File: src/rtl/otter_pkg.sv
// Shared OTTER RV32I types: opcodes, ALU codes, mux selects and the
// decode/execute pipeline register layout used by decode and execute.
package otter_pkg;

    localparam int OTTER_XLEN = 32;

    typedef enum logic [6:0] {
        OP_LUI    = 7'b0110111,
        OP_AUIPC  = 7'b0010111,
        OP_JAL    = 7'b1101111,
        OP_JALR   = 7'b1100111,
        OP_BRANCH = 7'b1100011,
        OP_LOAD   = 7'b0000011,
        OP_STORE  = 7'b0100011,
        OP_IMM    = 7'b0010011,
        OP_OP     = 7'b0110011
    } opcode_t;

    // Encoding is {funct7[5], funct3}; LUI_COPY passes operand A through.
    typedef enum logic [3:0] {
        ALU_ADD      = 4'b0000,
        ALU_SLL      = 4'b0001,
        ALU_SLT      = 4'b0010,
        ALU_SLTU     = 4'b0011,
        ALU_XOR      = 4'b0100,
        ALU_SRL      = 4'b0101,
        ALU_OR       = 4'b0110,
        ALU_AND      = 4'b0111,
        ALU_SUB      = 4'b1000,
        ALU_LUI_COPY = 4'b1001,
        ALU_SRA      = 4'b1101
    } alu_fun_t;

    localparam logic [1:0] ALU_SRCB_RS2 = 2'd0;
    localparam logic [1:0] ALU_SRCB_IMM = 2'd1;
    localparam logic [1:0] ALU_SRCB_PC  = 2'd2;

    localparam logic [1:0] RF_WR_SEL_ALU = 2'd0;
    localparam logic [1:0] RF_WR_SEL_MEM = 2'd1;
    localparam logic [1:0] RF_WR_SEL_PC4 = 2'd2;

    typedef struct packed {
        logic                  valid;
        logic [OTTER_XLEN-1:0] pc;
        logic [OTTER_XLEN-1:0] pc_4;
        logic [OTTER_XLEN-1:0] rs1_data;
        logic [OTTER_XLEN-1:0] rs2_data;
        logic [4:0]            rs1;
        logic [4:0]            rs2;
        logic [4:0]            rd;
        logic [OTTER_XLEN-1:0] imm;
        alu_fun_t              alu_fun;
        logic                  alu_srca;
        logic [1:0]            alu_srcb;
        logic [1:0]            rf_wr_sel;
        logic                  reg_write;
        logic                  mem_write;
        logic                  mem_read;
        logic [2:0]            funct3;
        logic                  branch;
        logic                  jal;
        logic                  jalr;
        logic                  illegal;
    } dec_ex_reg_t;

endpackage

File: src/rtl/decode_stage_if.sv
// Fetch-to-decode, hazard, writeback and decode/execute signal bundle.
interface decode_stage_if #(
    parameter int XLEN = 32
);
    logic            FETCH_VALID;
    logic [XLEN-1:0] FETCH_IR;
    logic [XLEN-1:0] FETCH_PC;
    logic [XLEN-1:0] FETCH_PC_4;
    logic            FLUSH;
    logic            EX_MEM_READ;
    logic [4:0]      EX_RD;
    logic            WB_WE;
    logic [4:0]      WB_RD;
    logic [XLEN-1:0] WB_DATA;

    logic            STALL;
    logic            DEC_VALID;
    logic [XLEN-1:0] DEC_PC;
    logic [XLEN-1:0] DEC_PC_4;
    logic [XLEN-1:0] DEC_RS1_DATA;
    logic [XLEN-1:0] DEC_RS2_DATA;
    logic [4:0]      DEC_RS1;
    logic [4:0]      DEC_RS2;
    logic [4:0]      DEC_RD;
    logic [XLEN-1:0] DEC_IMM;
    logic [3:0]      DEC_ALU_FUN;
    logic            DEC_ALU_SRCA;
    logic [1:0]      DEC_ALU_SRCB;
    logic [1:0]      DEC_RF_WR_SEL;
    logic            DEC_REG_WRITE;
    logic            DEC_MEM_WRITE;
    logic            DEC_MEM_READ;
    logic [2:0]      DEC_FUNCT3;
    logic            DEC_BRANCH;
    logic            DEC_JAL;
    logic            DEC_JALR;
    logic            DEC_ILLEGAL;

    modport master (
        output FETCH_VALID, FETCH_IR, FETCH_PC, FETCH_PC_4, FLUSH,
               EX_MEM_READ, EX_RD, WB_WE, WB_RD, WB_DATA,
        input  STALL, DEC_VALID, DEC_PC, DEC_PC_4, DEC_RS1_DATA, DEC_RS2_DATA,
               DEC_RS1, DEC_RS2, DEC_RD, DEC_IMM, DEC_ALU_FUN, DEC_ALU_SRCA,
               DEC_ALU_SRCB, DEC_RF_WR_SEL, DEC_REG_WRITE, DEC_MEM_WRITE,
               DEC_MEM_READ, DEC_FUNCT3, DEC_BRANCH, DEC_JAL, DEC_JALR, DEC_ILLEGAL
    );

    modport slave (
        input  FETCH_VALID, FETCH_IR, FETCH_PC, FETCH_PC_4, FLUSH,
               EX_MEM_READ, EX_RD, WB_WE, WB_RD, WB_DATA,
        output STALL, DEC_VALID, DEC_PC, DEC_PC_4, DEC_RS1_DATA, DEC_RS2_DATA,
               DEC_RS1, DEC_RS2, DEC_RD, DEC_IMM, DEC_ALU_FUN, DEC_ALU_SRCA,
               DEC_ALU_SRCB, DEC_RF_WR_SEL, DEC_REG_WRITE, DEC_MEM_WRITE,
               DEC_MEM_READ, DEC_FUNCT3, DEC_BRANCH, DEC_JAL, DEC_JALR, DEC_ILLEGAL
    );
endinterface

File: src/rtl/reg_file.sv
// 2-read/1-write register file; x0 reads zero, same-cycle writes bypass to reads.
module reg_file #(
    parameter int XLEN     = 32,
    parameter int NUM_REGS = 32
) (
    input  logic                        CLOCK,
    input  logic [$clog2(NUM_REGS)-1:0] raddr_i [2],
    output logic [XLEN-1:0]             rdata_o [2],
    input  logic                        we_i,
    input  logic [$clog2(NUM_REGS)-1:0] waddr_i,
    input  logic [XLEN-1:0]             wdata_i
);
    logic [XLEN-1:0] mem_q [NUM_REGS];

    always_ff @(posedge CLOCK) begin
        if (we_i && (waddr_i != '0)) begin
            mem_q[waddr_i] <= wdata_i;
        end
    end

    for (genvar gi = 0; gi < 2; gi++) begin : g_rd
        assign rdata_o[gi] = (raddr_i[gi] == '0)                   ? '0      :
                             (we_i && (waddr_i == raddr_i[gi]))    ? wdata_i :
                                                                     mem_q[raddr_i[gi]];
    end
endmodule

File: src/rtl/decode_stage.sv
// OTTER decode stage: decodes the fetched instruction, reads operands,
// detects load-use hazards and loads the decode/execute pipeline register.
module decode_stage
    import otter_pkg::*;
#(
    parameter int XLEN     = OTTER_XLEN,
    parameter int NUM_REGS = 32
) (
    input  logic          CLOCK,
    input  logic          RESET,
    decode_stage_if.slave bus
);
    logic [31:0]     ir;
    opcode_t         opcode;
    logic [2:0]      funct3;
    logic [4:0]      rs1_idx, rs2_idx, rd_idx;
    logic [XLEN-1:0] imm_i, imm_s, imm_b, imm_u, imm_j;
    logic [4:0]      rf_raddr [2];
    logic [XLEN-1:0] rf_rdata [2];
    logic            rs1_used, rs2_used, hazard;
    dec_ex_reg_t     decoded, dec_d, dec_q;

    assign ir      = bus.FETCH_IR;
    assign opcode  = opcode_t'(ir[6:0]);
    assign funct3  = ir[14:12];
    assign rs1_idx = ir[19:15];
    assign rs2_idx = ir[24:20];
    assign rd_idx  = ir[11:7];

    assign imm_i = {{20{ir[31]}}, ir[31:20]};
    assign imm_s = {{20{ir[31]}}, ir[31:25], ir[11:7]};
    assign imm_b = {{19{ir[31]}}, ir[31], ir[7], ir[30:25], ir[11:8], 1'b0};
    assign imm_u = {ir[31:12], 12'b0};
    assign imm_j = {{11{ir[31]}}, ir[31], ir[19:12], ir[20], ir[30:21], 1'b0};

    assign rf_raddr[0] = rs1_idx;
    assign rf_raddr[1] = rs2_idx;

    reg_file #(
        .XLEN     (XLEN),
        .NUM_REGS (NUM_REGS)
    ) u_reg_file (
        .CLOCK   (CLOCK),
        .raddr_i (rf_raddr),
        .rdata_o (rf_rdata),
        .we_i    (bus.WB_WE),
        .waddr_i (bus.WB_RD),
        .wdata_i (bus.WB_DATA)
    );

    always_comb begin
        decoded          = '0;
        rs1_used         = 1'b0;
        rs2_used         = 1'b0;
        decoded.valid    = 1'b1;
        decoded.pc       = bus.FETCH_PC;
        decoded.pc_4     = bus.FETCH_PC_4;
        decoded.rs1_data = rf_rdata[0];
        decoded.rs2_data = rf_rdata[1];
        decoded.rs1      = rs1_idx;
        decoded.rs2      = rs2_idx;
        decoded.rd       = rd_idx;
        decoded.funct3   = funct3;
        case (opcode)
            OP_LUI: begin
                decoded.imm       = imm_u;
                decoded.alu_fun   = ALU_LUI_COPY;
                decoded.alu_srca  = 1'b1;
                decoded.alu_srcb  = ALU_SRCB_IMM;
                decoded.reg_write = 1'b1;
            end
            OP_AUIPC: begin
                decoded.imm       = imm_u;
                decoded.alu_srca  = 1'b1;
                decoded.alu_srcb  = ALU_SRCB_PC;
                decoded.reg_write = 1'b1;
            end
            OP_JAL: begin
                decoded.imm       = imm_j;
                decoded.rf_wr_sel = RF_WR_SEL_PC4;
                decoded.reg_write = 1'b1;
                decoded.jal       = 1'b1;
            end
            OP_JALR: begin
                rs1_used          = 1'b1;
                decoded.imm       = imm_i;
                decoded.alu_srcb  = ALU_SRCB_IMM;
                decoded.rf_wr_sel = RF_WR_SEL_PC4;
                decoded.reg_write = 1'b1;
                decoded.jalr      = 1'b1;
            end
            OP_BRANCH: begin
                rs1_used          = 1'b1;
                rs2_used          = 1'b1;
                decoded.imm       = imm_b;
                decoded.branch    = 1'b1;
            end
            OP_LOAD: begin
                rs1_used          = 1'b1;
                decoded.imm       = imm_i;
                decoded.alu_srcb  = ALU_SRCB_IMM;
                decoded.rf_wr_sel = RF_WR_SEL_MEM;
                decoded.reg_write = 1'b1;
                decoded.mem_read  = 1'b1;
            end
            OP_STORE: begin
                rs1_used          = 1'b1;
                rs2_used          = 1'b1;
                decoded.imm       = imm_s;
                decoded.alu_srcb  = ALU_SRCB_IMM;
                decoded.mem_write = 1'b1;
            end
            // funct7[5] only selects SRAI among the immediate ops.
            OP_IMM: begin
                rs1_used          = 1'b1;
                decoded.imm       = imm_i;
                decoded.alu_fun   = alu_fun_t'({(funct3 == 3'b101) & ir[30], funct3});
                decoded.alu_srcb  = ALU_SRCB_IMM;
                decoded.reg_write = 1'b1;
            end
            OP_OP: begin
                rs1_used          = 1'b1;
                rs2_used          = 1'b1;
                decoded.alu_fun   = alu_fun_t'({((funct3 == 3'b000) || (funct3 == 3'b101)) & ir[30],
                                                funct3});
                decoded.reg_write = 1'b1;
            end
            default: begin
                decoded.illegal   = 1'b1;
            end
        endcase
    end

    assign hazard = bus.EX_MEM_READ && (bus.EX_RD != 5'd0) && bus.FETCH_VALID &&
                    ((rs1_used && (rs1_idx == bus.EX_RD)) ||
                     (rs2_used && (rs2_idx == bus.EX_RD)));

    // A flush kills the instruction anyway, so holding fetch would be wasted.
    assign bus.STALL = hazard && !bus.FLUSH && !RESET;

    // A bubble is the all-zero register, identical to the reset value.
    assign dec_d = (bus.FLUSH || hazard || !bus.FETCH_VALID) ? '0 : decoded;

    always_ff @(posedge CLOCK) begin
        if (RESET) begin
            dec_q <= '0;
        end else begin
            dec_q <= dec_d;
        end
    end

    assign bus.DEC_VALID     = dec_q.valid;
    assign bus.DEC_PC        = dec_q.pc;
    assign bus.DEC_PC_4      = dec_q.pc_4;
    assign bus.DEC_RS1_DATA  = dec_q.rs1_data;
    assign bus.DEC_RS2_DATA  = dec_q.rs2_data;
    assign bus.DEC_RS1       = dec_q.rs1;
    assign bus.DEC_RS2       = dec_q.rs2;
    assign bus.DEC_RD        = dec_q.rd;
    assign bus.DEC_IMM       = dec_q.imm;
    assign bus.DEC_ALU_FUN   = dec_q.alu_fun;
    assign bus.DEC_ALU_SRCA  = dec_q.alu_srca;
    assign bus.DEC_ALU_SRCB  = dec_q.alu_srcb;
    assign bus.DEC_RF_WR_SEL = dec_q.rf_wr_sel;
    assign bus.DEC_REG_WRITE = dec_q.reg_write;
    assign bus.DEC_MEM_WRITE = dec_q.mem_write;
    assign bus.DEC_MEM_READ  = dec_q.mem_read;
    assign bus.DEC_FUNCT3    = dec_q.funct3;
    assign bus.DEC_BRANCH    = dec_q.branch;
    assign bus.DEC_JAL       = dec_q.jal;
    assign bus.DEC_JALR      = dec_q.jalr;
    assign bus.DEC_ILLEGAL   = dec_q.illegal;
endmodule

File: src/flat_wrapper.sv
// flat-port wrapper written by rule: the top's interface ports become plain ports
module decode_stage_flat import otter_pkg::*;
#(
    parameter int XLEN     = OTTER_XLEN,
    parameter int NUM_REGS = 32
)
  (CLOCK, RESET, bus_FETCH_VALID, bus_FETCH_IR, bus_FETCH_PC, bus_FETCH_PC_4, bus_FLUSH, bus_EX_MEM_READ, bus_EX_RD, bus_WB_WE, bus_WB_RD, bus_WB_DATA, bus_STALL, bus_DEC_VALID, bus_DEC_PC, bus_DEC_PC_4, bus_DEC_RS1_DATA, bus_DEC_RS2_DATA, bus_DEC_RS1, bus_DEC_RS2, bus_DEC_RD, bus_DEC_IMM, bus_DEC_ALU_FUN, bus_DEC_ALU_SRCA, bus_DEC_ALU_SRCB, bus_DEC_RF_WR_SEL, bus_DEC_REG_WRITE, bus_DEC_MEM_WRITE, bus_DEC_MEM_READ, bus_DEC_FUNCT3, bus_DEC_BRANCH, bus_DEC_JAL, bus_DEC_JALR, bus_DEC_ILLEGAL);
  decode_stage_if #(.XLEN(XLEN)) bus_i ();
  input  logic CLOCK;
  input  logic RESET;
  input wire logic [$bits(bus_i.FETCH_VALID)-1:0] bus_FETCH_VALID;
  input wire logic [$bits(bus_i.FETCH_IR)-1:0] bus_FETCH_IR;
  input wire logic [$bits(bus_i.FETCH_PC)-1:0] bus_FETCH_PC;
  input wire logic [$bits(bus_i.FETCH_PC_4)-1:0] bus_FETCH_PC_4;
  input wire logic [$bits(bus_i.FLUSH)-1:0] bus_FLUSH;
  input wire logic [$bits(bus_i.EX_MEM_READ)-1:0] bus_EX_MEM_READ;
  input wire logic [$bits(bus_i.EX_RD)-1:0] bus_EX_RD;
  input wire logic [$bits(bus_i.WB_WE)-1:0] bus_WB_WE;
  input wire logic [$bits(bus_i.WB_RD)-1:0] bus_WB_RD;
  input wire logic [$bits(bus_i.WB_DATA)-1:0] bus_WB_DATA;
  output wire logic [$bits(bus_i.STALL)-1:0] bus_STALL;
  output wire logic [$bits(bus_i.DEC_VALID)-1:0] bus_DEC_VALID;
  output wire logic [$bits(bus_i.DEC_PC)-1:0] bus_DEC_PC;
  output wire logic [$bits(bus_i.DEC_PC_4)-1:0] bus_DEC_PC_4;
  output wire logic [$bits(bus_i.DEC_RS1_DATA)-1:0] bus_DEC_RS1_DATA;
  output wire logic [$bits(bus_i.DEC_RS2_DATA)-1:0] bus_DEC_RS2_DATA;
  output wire logic [$bits(bus_i.DEC_RS1)-1:0] bus_DEC_RS1;
  output wire logic [$bits(bus_i.DEC_RS2)-1:0] bus_DEC_RS2;
  output wire logic [$bits(bus_i.DEC_RD)-1:0] bus_DEC_RD;
  output wire logic [$bits(bus_i.DEC_IMM)-1:0] bus_DEC_IMM;
  output wire logic [$bits(bus_i.DEC_ALU_FUN)-1:0] bus_DEC_ALU_FUN;
  output wire logic [$bits(bus_i.DEC_ALU_SRCA)-1:0] bus_DEC_ALU_SRCA;
  output wire logic [$bits(bus_i.DEC_ALU_SRCB)-1:0] bus_DEC_ALU_SRCB;
  output wire logic [$bits(bus_i.DEC_RF_WR_SEL)-1:0] bus_DEC_RF_WR_SEL;
  output wire logic [$bits(bus_i.DEC_REG_WRITE)-1:0] bus_DEC_REG_WRITE;
  output wire logic [$bits(bus_i.DEC_MEM_WRITE)-1:0] bus_DEC_MEM_WRITE;
  output wire logic [$bits(bus_i.DEC_MEM_READ)-1:0] bus_DEC_MEM_READ;
  output wire logic [$bits(bus_i.DEC_FUNCT3)-1:0] bus_DEC_FUNCT3;
  output wire logic [$bits(bus_i.DEC_BRANCH)-1:0] bus_DEC_BRANCH;
  output wire logic [$bits(bus_i.DEC_JAL)-1:0] bus_DEC_JAL;
  output wire logic [$bits(bus_i.DEC_JALR)-1:0] bus_DEC_JALR;
  output wire logic [$bits(bus_i.DEC_ILLEGAL)-1:0] bus_DEC_ILLEGAL;
  assign bus_i.FETCH_VALID = bus_FETCH_VALID;
  assign bus_i.FETCH_IR = bus_FETCH_IR;
  assign bus_i.FETCH_PC = bus_FETCH_PC;
  assign bus_i.FETCH_PC_4 = bus_FETCH_PC_4;
  assign bus_i.FLUSH = bus_FLUSH;
  assign bus_i.EX_MEM_READ = bus_EX_MEM_READ;
  assign bus_i.EX_RD = bus_EX_RD;
  assign bus_i.WB_WE = bus_WB_WE;
  assign bus_i.WB_RD = bus_WB_RD;
  assign bus_i.WB_DATA = bus_WB_DATA;
  assign bus_STALL = bus_i.STALL;
  assign bus_DEC_VALID = bus_i.DEC_VALID;
  assign bus_DEC_PC = bus_i.DEC_PC;
  assign bus_DEC_PC_4 = bus_i.DEC_PC_4;
  assign bus_DEC_RS1_DATA = bus_i.DEC_RS1_DATA;
  assign bus_DEC_RS2_DATA = bus_i.DEC_RS2_DATA;
  assign bus_DEC_RS1 = bus_i.DEC_RS1;
  assign bus_DEC_RS2 = bus_i.DEC_RS2;
  assign bus_DEC_RD = bus_i.DEC_RD;
  assign bus_DEC_IMM = bus_i.DEC_IMM;
  assign bus_DEC_ALU_FUN = bus_i.DEC_ALU_FUN;
  assign bus_DEC_ALU_SRCA = bus_i.DEC_ALU_SRCA;
  assign bus_DEC_ALU_SRCB = bus_i.DEC_ALU_SRCB;
  assign bus_DEC_RF_WR_SEL = bus_i.DEC_RF_WR_SEL;
  assign bus_DEC_REG_WRITE = bus_i.DEC_REG_WRITE;
  assign bus_DEC_MEM_WRITE = bus_i.DEC_MEM_WRITE;
  assign bus_DEC_MEM_READ = bus_i.DEC_MEM_READ;
  assign bus_DEC_FUNCT3 = bus_i.DEC_FUNCT3;
  assign bus_DEC_BRANCH = bus_i.DEC_BRANCH;
  assign bus_DEC_JAL = bus_i.DEC_JAL;
  assign bus_DEC_JALR = bus_i.DEC_JALR;
  assign bus_DEC_ILLEGAL = bus_i.DEC_ILLEGAL;
  decode_stage #(.XLEN(XLEN), .NUM_REGS(NUM_REGS)) u_core (.CLOCK(CLOCK), .RESET(RESET), .bus(bus_i));
endmodule
File: config.mk
export PLATFORM = sky130hd
export DESIGN_NAME = decode_stage_flat
export DESIGN_NICKNAME = d
export VERILOG_FILES = /design/src/rtl/otter_pkg.sv /design/src/rtl/decode_stage_if.sv /design/src/rtl/reg_file.sv /design/src/rtl/decode_stage.sv /design/src/flat_wrapper.sv
export SDC_FILE = /design/constraint.sdc
export NUM_CORES = 1
export LEC_CHECK = 0
export ABC_CLOCK_PERIOD_IN_PS = 4200
export CAP_MARGIN = 20
export CORE_ASPECT_RATIO = 1.75
export CORE_MARGIN = 2
export CORE_UTILIZATION = 50
export DETAILED_ROUTE_END_ITERATION = 10
export PLACE_DENSITY = 0.73
export REMOVE_ABC_BUFFERS = 1
export SLEW_MARGIN = 5
export SYNTH_ARGS = -nofsm -noshare
export SYNTH_HDL_FRONTEND = slang
export SYNTH_SLANG_ARGS = --single-unit
export TNS_END_PERCENT = 5
File: constraint.sdc
create_clock -name CLOCK -period 4.2 [get_ports CLOCK]
set_input_delay 0.84 -clock CLOCK [delete_from_list [all_inputs] [get_ports CLOCK]]
set_output_delay 0.84 -clock CLOCK [all_outputs]
set_load 0.01 [all_outputs]
### Word level (Yosys, flattened, before mapping)

Memories as Yosys holds them, arrays and structs flattened.
Cells that the tools add are included.

| operators by class | value |
|---|---|
| equal/unequal tests | 14 |
| mux-type cells | 21 |
| bitwise operators | 2 |
| reductions and logical operators | 33 |

Operator list:

| cell | number |
|---|---|
| 195-bit two-way mux | 1 |
| 32-bit case mux with 5 select lines | 1 |
| 32-bit two-way mux | 4 |
| 7-bit by 6-bit equality test with 1-bit output, second input constant | 3 |
| 7-bit equality test, second input constant | 3 |
| 5-bit equality test | 4 |
| 7-bit by 5-bit equality test with 1-bit output, second input constant | 2 |
| 1-bit two-way mux | 12 |
| 4-bit case mux with 3 select lines | 1 |
| 3-bit OR reduction | 4 |
| 1-bit logical AND | 10 |
| 5-bit logical NOT | 2 |
| 5-bit nonzero test | 2 |
| 9-bit OR reduction | 1 |
| 2-bit case mux with 2 select lines | 2 |
| 7-bit by 2-bit equality test with 1-bit output, second input constant | 1 |
| 7-bit OR reduction | 1 |
| 2-bit OR reduction | 3 |
| 6-bit OR reduction | 1 |
| 5-bit OR reduction | 1 |
| 1-bit logical OR | 4 |
| 3-bit equality test, second input constant | 1 |
| 1-bit logical NOT | 3 |
| 3-bit logical NOT | 1 |
| 1-bit AND | 2 |

| storage, ports and cells | value |
|---|---|
| flip-flop bits (word level) | 195 |
| RAM bits | 1024 |
| bits of input ports | 144 |
| output and inout bits | 196 |
| logic and storage cells | 92 |
| memories | 1 |

Memory list:

| memory | depth | width | read ports | clocked after Yosys merged registers in | write ports | RTL line | text |
|---|---|---|---|---|---|---|---|
| u_core.u_reg_file.mem_q | 32 | 32 | 2 | 0 | 1 | reg_file.sv:13 | `logic [XLEN-1:0] mem_q [NUM_REGS];` |

### Depth between registers and ports, before layout

| depth | value |
|---|---|
| depth after elaboration | 9 |
| gate-level depth with buffers | 11 |
| depth with buffers taken out | 7 |

### Cells and area by module

A second synthesis with hierarchy kept.

| unflattened totals | value |
|---|---|
| cells, all modules | 3065 |
| area, all modules | 53935.5 sq um |

Modules (own cells, without submodules):

| module | instances | cells an instance | area each (sq um) | sequential area each (sq um) |
|---|---|---|---|---|
| reg_file | 1 | 2520 | 47869.7 | 30749.5 |
| decode_stage | 1 | 545 | 6065.8 | 3883.7 |

### Worst setup path before layout

Ideal clock, no wire load.

| timing path | value |
|---|---|
| path kind | input to register |
| start | input bus_WB_WE |
| end | memory u_core.u_reg_file.mem_q[24][0], enable pin |
| library setup time | 0.421 ns |
| arrival time | 3.050 ns |
| required time | 3.779 ns |
| setup slack | 0.729 ns |
| stages on the path | 4 |
| path buffers | 2 |
| path through | clkbuf_1 > or3b_2 > clkbuf_1 > nor2_1 |

| on the way | value |
|---|---|
| longest elaborated chain between the ends | 3 |

RTL lines:

| what | RTL line | text |
|---|---|---|
| start, declared | flat_wrapper.sv:18 | `input wire logic [$bits(bus_i.WB_WE)-1:0] bus_WB_WE;` |
| 1-bit logical AND | reg_file.sv:16 | `if (we_i && (waddr_i != '0)) begin` |
| 1-bit two-way mux | reg_file.sv:16 |  |
| 1-bit two-way mux (implied by the code) | reg_file.sv:17 | `mem_q[waddr_i] <= wdata_i;` |
| end, declared | reg_file.sv:13 |  |

No other way between the ends.

### Final worst setup path

| timing path | value |
|---|---|
| start | input bus_FETCH_IR[0] |
| end | output bus_STALL |

| on the way | value |
|---|---|
| longest elaborated chain between the ends | 8 |
| elaborated cells between the ends (all ways) | 16 |
| those cells by class | 6 x eq/ne; 2 x mux; 8 x reduce/logical |

RTL lines:

| what | RTL line | text |
|---|---|---|
| start, declared | flat_wrapper.sv:12 | `input wire logic [$bits(bus_i.FETCH_IR)-1:0] bus_FETCH_IR;` |
| 7-bit by 6-bit equality test with 1-bit output (tied with other cells) | decode_stage.sv:64 | `case (opcode)` |
| 6-bit OR reduction (no source line) or 3-bit OR reduction (tied branches) | n/a |  |
| 1-bit two-way mux | decode_stage.sv:64 |  |
| 1-bit logical AND (on tied branches) | decode_stage.sv:135, decode_stage.sv:136 |  |
| 1-bit logical OR * | decode_stage.sv:135 | `((rs1_used && (rs1_idx == bus.EX_RD)) \|\|` |
| 1-bit logical AND * | decode_stage.sv:134 | `assign hazard = bus.EX_MEM_READ && (bus.EX_RD != 5'd0) && bus.FETCH_VALID &&` |
| 1-bit logical AND * (2 in a row) | decode_stage.sv:139 | `assign bus.STALL = hazard && !bus.FLUSH && !RESET;` |
| end, declared | flat_wrapper.sv:21 | `output wire logic [$bits(bus_i.STALL)-1:0] bus_STALL;` |

Every way passes the cells marked *; elsewhere a longest branch is shown, timed or not.

==> flow_summary.yaml <==
cells_and_area:
  layout-drive-gt1-share: 0.283
  seq_area_mm2: 0.0347
  finish.utilization: 0.596
  nNetsFinal: 3427
  num-fill-cells: 7431
  multi_input_area_mm2: 0.0178
  area_delta_synth_final_pct: 18.3
clock_tree:
  post_cts_buffers: 0
  cts_buffer_depth: 3
  numCtsBuffers: 106
  cts.sinks: 1219
  htree_levels: 3
  path_clk_slew_ns: 0.07
  cts_resized: 0
  cts_tree: "yes"
  clk_latency_ns: 0.73
  root_buffer: "clkbuf_16"
  hold_buffers: 0
power_and_ir_drop:
  swShare: 0.224
  power_frac_comb: 0.089
  irDropWorstVdd_mv: 0.296
  p_sw_mw: 5.77
  power_frac_seq: 0.520
  p_leak_nw: 20.7
  clock_power_share: 0.391
  p_per_area_mw_per_mm2: 407
  internal_power_mw: 19.9
routing:
  vias: 32800
  drc: 0
  drt-initial-drc-count: 4541
  ant_nets: 0
  via_per_inst: 6.93
  post_drt_wl_per_cell_um: 35.8
  route.final.wire_length_um: 170000
  drtPass1Iterations: 5
yosys:
  yosys_warnings: 0
  synth_top_cell_by_area: "edfxtp_1"
  async_reset_ff_frac: 0
  yosys-top-cells-area: "edfxtp_1 (58%), mux4_2 (22%), dfxtp_1 (7.3%)"
  ys_seq_area_frac: 0.649
  synthCells: 2860
  synth_edf_count: 1024
  synth.distinct_cells: 60
  synth-seq-cells: 1219
  yosys_most_used_dff: "edfxtp_1"
  synth_top_cell_area_share: 0.576
  avgSynthCellArea_um2: 18.7
  syn-cell-area_mm2: 0.0534
timing:
  slew_headroom: 0.230
  finalSetupViolations: 0
  fin_worst_skew_ns: 0.0284
  fmax_ghz: 0.246
  slew_viol_final: 0
  fin_tns_setup_ns: 0
  worst_pin_slew_ns: 1.15
  grt_setup_unrepaired: "false"
  min_period_over_period: 0.970
  hold_viol_final: 0
  fin_crit_ns: 4.07
die:
  start_util: 0.504
  dieArea_mm2: 0.109
  die_y_um: 436
  core_mm2: 0.106
  fp-row-count: 158
  die_x_um: 251
  ios: 340
global_routing:
  first_global_vias: 34200
  overflow: 0
  grt_max_degree: 149
  grt_pass1_wl_um: 240000
  antenna_found_initial: 11
  grt_use_total: 0.310
critical_path:
  timing.critical_path.buf_inv: 2
  path_cells: "clkdlybuf4s50_1, nor4bb_1, and3_1, o21ai_0, a21bo_2, and3_1, clkdlybuf4s50_1"
  required_ns: 3.36
  slowest_stage: "clkdlybuf4s50_1"
  ff2ff_setup_slack_ns: 2.12
  crit_arrival_ns: 3.23
  critical_path.endpoint: "bus_STALL"
  reg2reg_depth: 6
  r2r_start: "u_core.u_reg_file.mem_q[10][6]"
  cp.depth: 7
  cp-startpoint: "bus_FETCH_IR[0]"
  crit_type: "input pin to output pin"
  crit_family: "buffers and inverters"
  end_kind: "output pin"
  slowest_delay_ns: 0.60
  critPathLaunchType: "input pin"
  cp_max_fo: 2
  r2r_end: "u_core.bus.DEC_RS1_DATA[6]"
place:
  gp_congestion: 0.935
  port-buffer-count: 339
  hpwl_um: 107000
outcome:
  status: "completed"
hold_path:
  hold_class: "input pin to flop"
flow_run:
  maxCapViolCount: 0
==> cells in the mapped netlist, types with 3 or more instances <==
library cell  count
buf_1            15
a211oi_2          8
inv_1             4
a22oi_1          84
nand2_1          65
nand3b_1          5
nor2_1          113
buf_2            83
a21oi_1          85
mux4_2          512
dfxtp_1         195
nor2b_1           8
a2111oi_0         8
xor2_1           12
mux2_2           22
a221oi_1         10
nand3_1          40
xnor2_1           8
mux2i_1         105
buf_4            28
a32oi_1           3
nor4_1           35
clkbuf_1         89
o22ai_1          40
a221o_1           4
nor3_1           39
or2_2             5
o221ai_1         42
or3b_2            3
edfxtp_1       1024
nand2b_1          6
and3_1           92
o21ai_0           9
or3_1             4
buf_6            25
==> worst min-delay path by stage <==
stage / cells after the start / endpoint / startpoint / slack [ns]
finish: 2 / u_core.bus.DEC_PC_4[21] / bus_FETCH_PC_4[21] / 0.67
global route: 2 / u_core.bus.DEC_PC_4[21] / bus_FETCH_PC_4[21] / 0.66
CTS: 2 / u_core.bus.DEC_PC_4[21] / bus_FETCH_PC_4[21] / 0.63
detailed placement: 6 / u_core.bus.DEC_RS2_DATA[9] / u_core.u_reg_file.mem_q[28][9] / 0.94
global placement: 5 / u_core.bus.DEC_RS1_DATA[3] / u_core.u_reg_file.mem_q[14][3] / 0.92
floorplan: 6 / u_core.bus.DEC_RS2_DATA[25] / u_core.u_reg_file.mem_q[28][25] / 0.79
==> worst register-to-register path, delay by kind of cell (launching register included) <==
kind | cells | cell delay (ns)
DFF | 1 | 0.39
muxes | 2 | 0.65
AOI/OAI and AO/OA | 2 | 0.79
and+or+nand+nor | 2 | 0.13
==> power by group through the flow <==
stage | Sequential (mW) | Clock, mW | Combinational (mW)
finish | 13.4 | 10.1 | 2.28
global route | 13.4 | 10.5 | 2.38
CTS | 13.4 | 10.1 | 2.25
detailed placement | 13.6 | 0 | 2.23
global placement | 13.6 | 0 | 2.20
floorplan | 13.6 | 0 | 0.987
==> layer usage <==
layer | up-vias | wire length (um) | track usage
met2 | 2442 | 85000 | 0.526
met5 | - | 94 | 0
met1 | 16800 | 54300 | 0.353
li1 | 12900 | - | -
met3 | 662 | 16900 | 0.0671
met4 | 16 | 13300 | 0.206
==> state kept, by name (all words and copies together), names as in the netlist, 2 cells and up <==
name / count
u_core.bus.DEC_RS2: 5
u_core.bus.DEC_IMM: 32
u_core.bus.DEC_PC: 32
u_core.bus.DEC_RD: 5
u_core.bus.DEC_RS2_DATA: 32
u_core.bus.DEC_RF_WR_SEL: 2
u_core.bus.DEC_PC_4: 32
u_core.bus.DEC_ALU_FUN: 4
u_core.bus.DEC_FUNCT3: 3
u_core.bus.DEC_ALU_SRCB: 2
u_core.u_reg_file.mem_q: 1024
u_core.bus.DEC_RS1_DATA: 32
u_core.bus.DEC_RS1: 5
==> cell families after synthesis <==
group | Yosys count | synth area share
DFF | 1219 | 0.649
muxes | 639 | 0.240
and+or+nand+nor | 426 | 0.0408
AOI/OAI and AO/OA | 307 | 0.0411
buffers and inverters | 248 | 0.0251
xor gates and xnor gates | 20 | 0.00328
other | 1 | 0.0000703
==> layout by cell type (no fill, tap or decap), types with 9 or more instances in the layout <==
cell	n
nand3_1	40
clkbuf_8	10
xor2_1	12
buf_12	42
mux2_2	22
edfxtp_1	1024
clkbuf_16	109
mux2i_1	105
clkbuf_1	24
clkinv_2	14
clkinv_1	18
buf_4	134
a21oi_1	85
o22ai_1	40
o221ai_1	42
a221oi_1	10
mux4_2	512
and3_1	91
nor2_1	80
nand2_1	65
dfxtp_1	195
nor2_4	33
conb_1	32
o21ai_0	9
buf_8	14
nor3_1	38
bufinv_16	11
a22oi_1	84
clkdlybuf4s50_1	329
nor4_1	35
==> area by class of cell <==
class	count	area share
Tap cell	1360	0.0270
Inverter	5	0.000297
Clock buffer	143	0.0468
Multi-Input combinational cell	1424	0.282
Sequential cell	1219	0.549
Clock inverter	55	0.00884
Timing Repair Buffer	527	0.0863
Antenna cell	3	0.000119
==> metrics by stage <==
| stage | power [mW] | cell area, um^2 | instances | hold WS, ns | worst slack (ns) |
|---|---|---|---|---|---|
| global placement | 15.8 | 59400 | 4522 | 0.916 | 0.0630 |
| finish | 25.7 | 63100 | 4736 | 0.672 | 0.127 |
| CTS | 25.8 | 62900 | 4720 | 0.627 | 0.163 |
| detailed placement | 15.9 | 59400 | 4522 | 0.936 | 0.169 |
| floorplan | 14.6 | 52200 | 2648 | 0.789 | 0.122 |
| global route | 26.3 | 63100 | 4734 | 0.660 | 0.0608 |
Power figures use the tool's default switching activity.
